$ cat config.mk
export PLATFORM = sky130hd
export DESIGN_NAME = temporal_lte_array
export DESIGN_NICKNAME = d
export VERILOG_FILES = /design/src/rtl/temporal_lte_array.sv
export SDC_FILE = /design/constraint.sdc
export NUM_CORES = 1
export LEC_CHECK = 0
export CELL_PAD_IN_SITES_DETAIL_PLACEMENT = 0
export CELL_PAD_IN_SITES_GLOBAL_PLACEMENT = 1
export CORE_ASPECT_RATIO = 1.75
export CORE_UTILIZATION = 35
export DETAILED_ROUTE_END_ITERATION = 16
export PLACE_DENSITY_LB_ADDON = 0.1
export SLEW_MARGIN = 20
export SYNTH_ARGS = -nofsm -noshare
export SYNTH_HDL_FRONTEND = slang
export SYNTH_SLANG_ARGS = --single-unit
export TNS_END_PERCENT = 10
$ cat constraint.sdc
create_clock -name clk -period 4.5 [get_ports clk]
set_input_delay 0.9 -clock clk [delete_from_list [all_inputs] [get_ports clk]]
set_output_delay 0.9 -clock clk [all_outputs]
set_load 0.005 [all_outputs]
$ cat src/rtl/temporal_lte_array.sv
// N-channel clocked race-logic "a <= b" primitive with its own gamma-cycle counter.
// Define TEMPORAL_LTE_TIMESTAMP_EN to add per-channel q_time/q_valid timestamp outputs.
module temporal_lte_array #(
    parameter int N_CH              = 4,
    parameter int GAMMA_CYCLE_WIDTH = 16,
    parameter int PULSE_WIDTH       = 8,
    parameter int MODE              = 0,
    localparam int CW               = $clog2(GAMMA_CYCLE_WIDTH)
) (
    input  logic              clk,
    input  logic              rst,
    input  logic [N_CH-1:0]   a,
    input  logic [N_CH-1:0]   b,
    output logic [N_CH-1:0]   q,
    output logic              gamma_tick,
    output logic [CW-1:0]     cycle_cnt
`ifdef TEMPORAL_LTE_TIMESTAMP_EN
    ,
    output logic [N_CH*CW-1:0] q_time,
    output logic [N_CH-1:0]    q_valid
`endif
);

    localparam int            PCW       = $clog2(PULSE_WIDTH + 1);
    localparam logic [CW-1:0] LAST_SLOT = CW'(GAMMA_CYCLE_WIDTH - 1);
    localparam logic          HIST_INIT = (MODE == 1);
    localparam logic          Q_ACTIVE  = (MODE != 1);
    localparam logic          Q_IDLE    = ~Q_ACTIVE;

    typedef enum logic [1:0] {ARMED, FIRING, BLOCKED, SPENT} ch_state_t;

    logic [CW-1:0]   cnt_reg;
    logic [N_CH-1:0] a_d_reg;
    logic [N_CH-1:0] b_d_reg;
    logic [N_CH-1:0] ev_a;
    logic [N_CH-1:0] ev_b;
    logic            wrap;

    assign wrap       = (cnt_reg == LAST_SLOT);
    assign cycle_cnt  = cnt_reg;
    assign gamma_tick = (cnt_reg == '0);

    always_ff @(posedge clk or negedge rst) begin
        if (!rst) begin
            cnt_reg <= '0;
            a_d_reg <= {N_CH{HIST_INIT}};
            b_d_reg <= {N_CH{HIST_INIT}};
        end else begin
            cnt_reg <= wrap ? '0 : cnt_reg + 1'b1;
            // History survives the gamma boundary so a held level is not re-detected.
            a_d_reg <= a;
            b_d_reg <= b;
        end
    end

    generate
        if (MODE == 0) begin : g_rise
            assign ev_a = a & ~a_d_reg;
            assign ev_b = b & ~b_d_reg;
        end else if (MODE == 1) begin : g_fall
            assign ev_a = ~a & a_d_reg;
            assign ev_b = ~b & b_d_reg;
        end else begin : g_pulse
            assign ev_a = a;
            assign ev_b = b;
        end
    endgenerate

    genvar gi;
    generate
        for (gi = 0; gi < N_CH; gi++) begin : g_ch
            ch_state_t      state_reg, state_next;
            logic [PCW-1:0] pcnt_reg, pcnt_next;
            logic           q_reg, q_next;

            always_ff @(posedge clk or negedge rst) begin
                if (!rst) begin
                    state_reg <= ARMED;
                    pcnt_reg  <= '0;
                    q_reg     <= Q_IDLE;
                end else begin
                    state_reg <= state_next;
                    pcnt_reg  <= pcnt_next;
                    q_reg     <= q_next;
                end
            end

            always_comb begin
                state_next = state_reg;
                pcnt_next  = pcnt_reg;
                q_next     = Q_IDLE;
                if (wrap) begin
                    // Boundary re-arms and truncates; events seen in the last slot are dropped.
                    state_next = ARMED;
                    pcnt_next  = '0;
                end else begin
                    case (state_reg)
                        ARMED: begin
                            if (ev_a[gi]) begin
                                state_next = FIRING;
                                pcnt_next  = PCW'(PULSE_WIDTH - 1);
                                q_next     = Q_ACTIVE;
                            end else if (ev_b[gi]) begin
                                state_next = BLOCKED;
                            end
                        end
                        FIRING: begin
                            if (pcnt_reg == '0) begin
                                state_next = SPENT;
                            end else begin
                                pcnt_next = pcnt_reg - 1'b1;
                                q_next    = Q_ACTIVE;
                            end
                        end
                        default: begin
                            state_next = state_reg;
                        end
                    endcase
                end
            end

            assign q[gi] = q_reg;

`ifdef TEMPORAL_LTE_TIMESTAMP_EN
            logic [CW-1:0] ts_reg;
            logic          vld_reg;
            logic          fire;

            assign fire = !wrap && (state_reg == ARMED) && ev_a[gi];

            always_ff @(posedge clk or negedge rst) begin
                if (!rst) begin
                    ts_reg  <= '0;
                    vld_reg <= 1'b0;
                end else if (wrap) begin
                    ts_reg  <= '0;
                    vld_reg <= 1'b0;
                end else if (fire) begin
                    ts_reg  <= cnt_reg;
                    vld_reg <= 1'b1;
                end
            end

            assign q_time[gi*CW +: CW] = ts_reg;
            assign q_valid[gi]         = vld_reg;
`else
`endif
        end
    endgenerate

endmodule

* Word-level counts from Yosys, hierarchy flattened *
Index checks and enable logic that the tools add are counted.
Widths: inputs -> output; s select.

storage, ports and cells
  bits in registers = 40
  latch bits = 0
  RAM bits = 0
  bits in read-only memories = 0
  output and inout port bits = 9
  word-level logic and storage cells = 119
  memories kept = 0

operators by class
  add/sub/neg operators = 5
  $mul = 0
  divide/modulo/power cells = 0
  order comparisons = 0
  equal/unequal tests = 21
  shifts and indexed selects = 0
  muxes and demuxes = 53
  bitwise gates (word level) = 4
  reduce and logical (&&, ||, !) cells = 21

operator list
  operator             count
  $mux 4               13
  $ne 3x3->1 const B   12
  $mux 2               16
  $pmux 4 s2           4
  $reduce_and 3->1     8
  $logic_not 4->1      5
  $ne 4x4->1 const B   4
  $pmux 2 s2           4
  $sub 4x1->4 const B  4
  $mux 1               12
  $reduce_bool 3->1    4
  $and 4x4->4          2
  $eq 2x1->1 const B   4
  $logic_not 2->1      4
  $not 4->4            2
  $pmux 1 s2           4
  $add 4x1->4 const B  1
  $eq 4x4->1 const B   1

* Logic depth before layout (Yosys ltp) *
  word-level depth = 6
  depth in mapped cells = 6
  mapped depth without buffers = 6

* Least setup slack after synthesis *
Ideal clock, no wire load.

  path type = input -> register
  start point = input a[0]
  end point = register g_ch[0].pcnt_reg[3]
  arrival = 1.625 ns
  data required time = 4.379 ns
  setup slack = 2.754 ns
  cell stages on the path = 4
  buffers on the path = 0
  cells stage by stage = or4b_4 -> o211ai_1 -> o41a_1 -> nor2_1

on the way
  cells in the longest elaborated chain, start to end = 3

ends and longest elaborated chain
  what                               RTL line  text
  from (decl)                        12        input logic [N_CH-1:0] a,
  $and 4x4->4                        58        assign ev_a = a & ~a_d_reg;
  $ne 3x3->1 (no source line)        --
  $reduce_and 3->1 (no source line)  --
  to (signal assigned)               83        pcnt_reg <= pcnt_next;
  to (decl)                          73        logic [PCW-1:0] pcnt_reg, pcnt_next;

Every way passes these cells.
A chain may end at the register's enable or synchronous reset.

* Worst setup path after layout *
  start point = register cnt_reg[0] (netlist: cycle_cnt[0])
  end point = output gamma_tick

on the way
  cells in the longest elaborated chain, start to end = 1

ends and longest elaborated chain
  what                    RTL line  text
  from (decl)             32        logic [CW-1:0] cnt_reg;
  from (signal assigned)  49        cnt_reg <= wrap ? '0 : cnt_reg + 1'b1;
  $logic_not 4->1         41        assign gamma_tick = (cnt_reg == '0);
  to (decl)               15        output logic gamma_tick,

Every way passes these cells.

==> impl_metrics.py <==
metrics = {
    "worst_setup_path": {
        "end_kind": "primary output",
        "required_ps": 3600,
        "cp-start-kind": "flip-flop",
        "cp_max_fo": 5,
        "path_class": "flip-flop to primary output",
        "arrival_ps": 1630,
    },
    "routing": {
        "wirelength_mm": 3.54,
        "via_per_inst": 5.26,
        "first_iter_violations": 45,
        "drtAntennaViolNets": 0,
        "post_drt_wl_per_cell_um": 13.6,
        "vias": 1374,
        "drc": 1,
        "drt_first_pass_iters": 10,
    },
    "placement": {
        "place_inst": 254,
        "hpwlAfterDp_mm": 2.51,
        "gp_congestion": 0.769,
        "placed_area_sq_um": 2100,
        "portBuffers": 18,
    },
    "cells_and_area": {
        "area_growth_pct": 14.6,
        "fin_cells": 261,
        "largest_reg_flops": 16,
        "diodes": 0,
        "fin_area_sq_um": 2180,
        "fin_nets": 222,
        "layout-drive-gt1-share_pct": 7.77,
    },
    "power": {
        "p_per_area_nw_per_um2": 315,
        "ir_worst_vdd_mv": 0.156,
        "p_leak_uw": 0.000971,
    },
    "die": {
        "die_h_um": 99.6,
        "die_w_um": 57.8,
        "initial_core_util_pct": 36.2,
        "dieArea_sq_um": 5750,
        "pin_count": 19,
        "num_rows": 35,
        "coreArea_sq_um": 5260,
    },
    "clocking": {
        "cts-root-buf": "clkbuf_8",
        "clock_latency_ps": 280,
        "h-tree-depth": 2,
        "cts_setup_buffers": 0,
        "cts_sinks": 40,
        "cts_resized": 0,
        "cts.clk_slew.worst_paths_ps": 70,
        "cts_tree": "built",
        "numCtsBuffers": 5,
        "clockBufferDepth": 2,
        "cts_hold_buf": 0,
    },
    "synthesis": {
        "syn_area_sq_um": 1900,
        "synthAdderAreaFrac_pct": 3.94,
        "synth_commonest_cells": "dfrtp_1, nor2_1, inv_1",
        "yosysMostFrequentCell": "dfrtp_1",
        "synth_mux_area_share_pct": 1.71,
        "ys_top_cells_by_area": "dfrtp_1, nor2_1, a21oi_1",
        "synth-seq-cells": 40,
        "ys_warn_count": 0,
        "synth_edf_count": 0,
        "syn_nets": 204,
        "synthCells": 188,
        "synth-compound-area-share_pct": 14.5,
        "synth_cell_types": 42,
        "synth.largest_area_cell": "dfrtp_1",
        "yosysTopAreaCellShare_pct": 52.6,
        "synthXorXnorAreaFrac_pct": 0.460,
        "synth_top_family_by_area": "simple AND/OR/NAND/NOR gates",
        "async_flop_share_pct": 100,
        "avgSynthCellArea_sq_um": 10.1,
        "yosysSeqAreaShare_pct": 52.6,
        "synthSimpleGateAreaFrac_pct": 21.0,
        "dominantRegCellSynth": "dfrtp_1",
    },
    "global_route": {
        "grt_usage_pct": 13.8,
        "antenna_found_initial": 0,
        "grt_overflow": 0,
        "busiest_layer": "met2",
        "grt_max_degree": 41,
        "grt_util_met3_pct": 2.73,
        "grt_pass1_vias": 1476,
        "use_met1_pct": 15.7,
        "grt_pass1_wl_mm": 6.22,
        "use_met2_pct": 24.2,
    },
    "run_status": {
        "violations": "DRC",
        "status": "finished, violations left",
    },
    "timing": {
        "post-route-min-period_ps": 2530,
        "timing.final.crit_share_pct": 56.3,
        "report.final.slew_viol_count": 0,
        "final.setup.tns_ps": 0,
        "rsz0062_at_grt": "false",
        "setup_viol": 0,
        "worst_slew_pin_slew_ps": 1010,
        "fmax_mhz": 395,
        "fin_skew_ps": 6.66,
        "maxSlewHeadroom_pct": 32.4,
        "hold_viol": 0,
    },
    "min_path": {
        "holdCritPathClass": "flip-flop to flip-flop",
    },
    "job": {
        "maxCapViolations": 0,
    },
}
## cells in the final DEF, fill, tap and decap left out, drive strengths merged, types with 2 or more instances in the layout
master         count
mux2               2
nand2b             8
nor3               4
dfrtp             40
clkdlybuf4s50     17
a311oi             3
nand2              2
o41a               2
o21ai              6
inv               18
nor2              29
clkbuf             6
or3                3
a21oi             15
ha                 6
o211ai             3
a31oi              3
or4b               2
nand3              3
a221oi             2
or2                2
a22oi              2
nor3b             10
## metrics by stage
step | total power [uW] | hold WS [ps] | setup WS, ps | utilization [%]
after global placement | 472 | 497 | 2160 | 40.0
after floorplan | 445 | 492 | 2750 | -
final | 688 | 508 | 1970 | 41.5
after global routing | 726 | 535 | 1880 | 41.5
after CTS | 701 | 516 | 1930 | 41.5
after detailed placement | 475 | 506 | 2100 | 40.0
## kinds of logic after synthesis
group,Yosys count
multiplexers,3
XOR/XNOR,1
flip-flops,40
adder cells (fa/ha/maj),6
buffers and inverters,25
AO/OA/AOI/OAI,42
AND/OR/NAND/NOR,71
## path summary, 6_finish.rpt
| kind | slack [ps] | to | depth (start not counted) | start |
|---|---|---|---|---|
| hold reg to reg | 510 | cycle_cnt[0] | 1 | cycle_cnt[0] |
| hold / removal | 510 | cycle_cnt[0] | 1 | cycle_cnt[0] |
| setup reg to reg | 2690 | g_ch[1].pcnt_reg[0] | 4 | cycle_cnt[0] |
| setup / recovery | 1970 | gamma_tick | 4 | cycle_cnt[0] |
| min in group asynchronous | 730 | g_ch[3].state_reg[1] | 1 | rst |
| max in group asynchronous | 3180 | cycle_cnt[3] | 1 | rst |
## layout make-up
class / instances / area (sq um)
clock buffer: 6 / 72.6
clock inverter: 1 / 5.00
fill: 526 / 3070
inverter: 18 / 67.6
multi-input combinational: 123 / 792
sequential: 40 / 1000
tap: 55 / 68.8
timing repair buffer: 18 / 175
## critical path: stages, from the launching register on
cell and delay (ps):
dfrtp_1 420, inv_1 90, ha_1 150, nor3b_1 170
clkdlybuf4s50_1 530
## where the power goes
part	leakage [uW]	switching, uW	total (uW)	internal (uW)
registers	0.000513	12.3	388	375
logic	0.000418	40.8	79.4	38.7
clock network	0.0000410	116	221	105
## per-layer routing
layer  part of all wire [%]  up-vias  wire length [um]
met4                    2.3        0                80
met3                    2.7        8                96
met2                     52       21              1830
li1                       -      689                 -
met5                      0        -                 0
met1                     43      656              1530
No activity file was read; power rests on OpenSTA's default activity.
==> edit (same settings) <==
Set the parameter `MODE` to 1 (it was 0).
--- a/src/rtl/temporal_lte_array.sv
+++ b/src/rtl/temporal_lte_array.sv
@@ -4,7 +4,7 @@
     parameter int N_CH              = 4,
     parameter int GAMMA_CYCLE_WIDTH = 16,
     parameter int PULSE_WIDTH       = 8,
-    parameter int MODE              = 0,
+    parameter int MODE              = 1,
     localparam int CW               = $clog2(GAMMA_CYCLE_WIDTH)
 ) (
     input  logic              clk,
Behaviour: not the same (a bounded check fails within 4 cycles, from zero or initial values and one cycle with rst low).
==> edit against the unedited design <==
Worst setup slack lost 0.0074 ns; critical path depth is the same; die area grew 4.7%; sequential cell count is the same; highest routed layer unchanged; total power grew 6.3%; area after synthesis grew 4.9%; maximum frequency shrank 0.29%; routed wire length grew 10%; non-clock buffer count is the same; clock skew shrank 0.0031 ns; cell area grew 5.4%; count of clock-buffer cells in the layout grew 2; via count grew 5.6%; first-iteration DRC count shrank 29%.
==> edit: results (changes against the unedited design) <==
- Status: finished, final reports clean
- Leakage component of the power: 0.9684 nW (-0.30%)
- VDD IR-drop max: 0.1789 mV (+15%)
* # port buffers: 18 (unchanged)
* Vias/cell: 5.038 (-4.3%)
- The total nets after synthesis is 211 (+3.4%).
- Worst clock skew on the final layout: 0.003509 ns (-0.003147 ns)
* Most frequent cells after synthesis: 30 x nor2_1, 28 x dfrtp_1, 16 x inv_1
- Gpl congestion: 0.7854 (+2.1%)
* Critical Path End: gamma_tick
* Fill cells: 565 (+7.4%)
- Netlist cell types: 39 (-7.1%)
- Remaining max-slew budget at the tightest pin: 31.14% (-1.3 points)
- Dominant cells by area after synthesis: dfrtp_1 35%, dfstp_2 16%, nor2_1 5.6%, ha_1 3.8%, a211oi_1 3.4%
- The worst-case reg-to-reg path depth is 3 (-1).
* Wire length of the first global-routing pass: 6762 um (+8.7%)
* Fraction of layout instances using a drive strength above 1: 15.09% (+7.3 points)
- The length of the first detailed-routing pass in iterations was 4 (-6).
* Global-route total usage across every layer: 14.98% (+1.1 points)
- The number of global-route vias before repair is 1,518 (+2.8%).
- The total DRC errors in the routed layout was 0 (-1).
* Portion of the post-synthesis area used by sequential elements: 50.88% (-1.7 points)
* First-iteration detailed-routing DRC count: 32 (-29%)
- Cell area after placement: 0.002211 sq mm (+5.1%)
* Detailed-route wire length: 3898 um (+10%)
* Number of nets in the finished design: 227 (+2.3%)
- Capture instance of the worst register-to-register path: g_ch[1].pcnt_reg[1]
## edit: stage by stage
| step | hold slack, ns | std cells | worst slack, ns | power, mW |
|---|---|---|---|---|
| final | 0.5276 | 288 | 1.961 | 0.7314 |
| after detailed placement | 0.5161 | 280 | 2.083 | 0.4911 |
| after floorplan | 0.4820 | 195 | 2.720 | 0.4599 |
| after global routing | 0.5712 | 288 | 1.849 | 0.7741 |
| after global placement | 0.5025 | 280 | 2.203 | 0.4876 |
| after CTS | 0.5313 | 288 | 1.935 | 0.7432 |
## edit: layer usage
metal / wire (um) / vias to the layer above / part of all wire, % / track usage (%)
li1: - / 711 / - / -
met1: 1566 / 712 / 40 / 15.72
met2: 2152 / 23 / 55 / 27.19
met3: 113 / 5 / 2.9 / 3.797
met4: 65 / 0 / 1.7 / 6.960
met5: 0 / - / 0 / 0
## edit: power by group
group | switching [mW] | internal, mW | leakage (nW)
clock network | 0.123 | 0.125 | 0.0455
logic | 0.0449 | 0.0437 | 0.429
registers | 0.0152 | 0.380 | 0.494
## edit: cell type report
class | count | area [sq um] | share of cell area, %
clock buffer | 8 | 90.09 | 3.915
inverter | 16 | 60.06 | 2.610
multi-input combinational | 130 | 864.6 | 37.57
sequential | 40 | 1016 | 44.15
tap | 76 | 95.09 | 4.133
timing repair buffer | 18 | 175.2 | 7.613
## edit: worst min-delay path by stage
stage                              start                    to  slack [ns]  cells after the start
floorplan           g_ch[1].state_reg[0]   g_ch[1].pcnt_reg[0]        0.48                      1
global placement            cycle_cnt[0]          cycle_cnt[0]        0.50                      1
detailed placement          cycle_cnt[0]          cycle_cnt[0]        0.52                      1
CTS                         cycle_cnt[0]          cycle_cnt[0]        0.53                      1
global route                  b_d_reg[3]  g_ch[3].state_reg[1]        0.57                      2
finish                      cycle_cnt[0]          cycle_cnt[0]        0.53                      1
## edit: worst max-delay path, delay by kind of cell, from the launching register on
family,cells,cell delay [ns]
buffers and inverters,2,0.61
flip-flops,1,0.43
AND/OR/NAND/NOR,1,0.17
adder cells (fa/ha/maj),1,0.14
## edit: cells by family after synthesis
| kind of cell | synth area share [%] |
|---|---|
| compound gates | 14.91 |
| xor+xnor | 0.4387 |
| fa+ha+maj | 3.759 |
| buf+inv | 5.827 |
| flops | 50.88 |
| mux | 3.759 |
| simple gates | 20.43 |
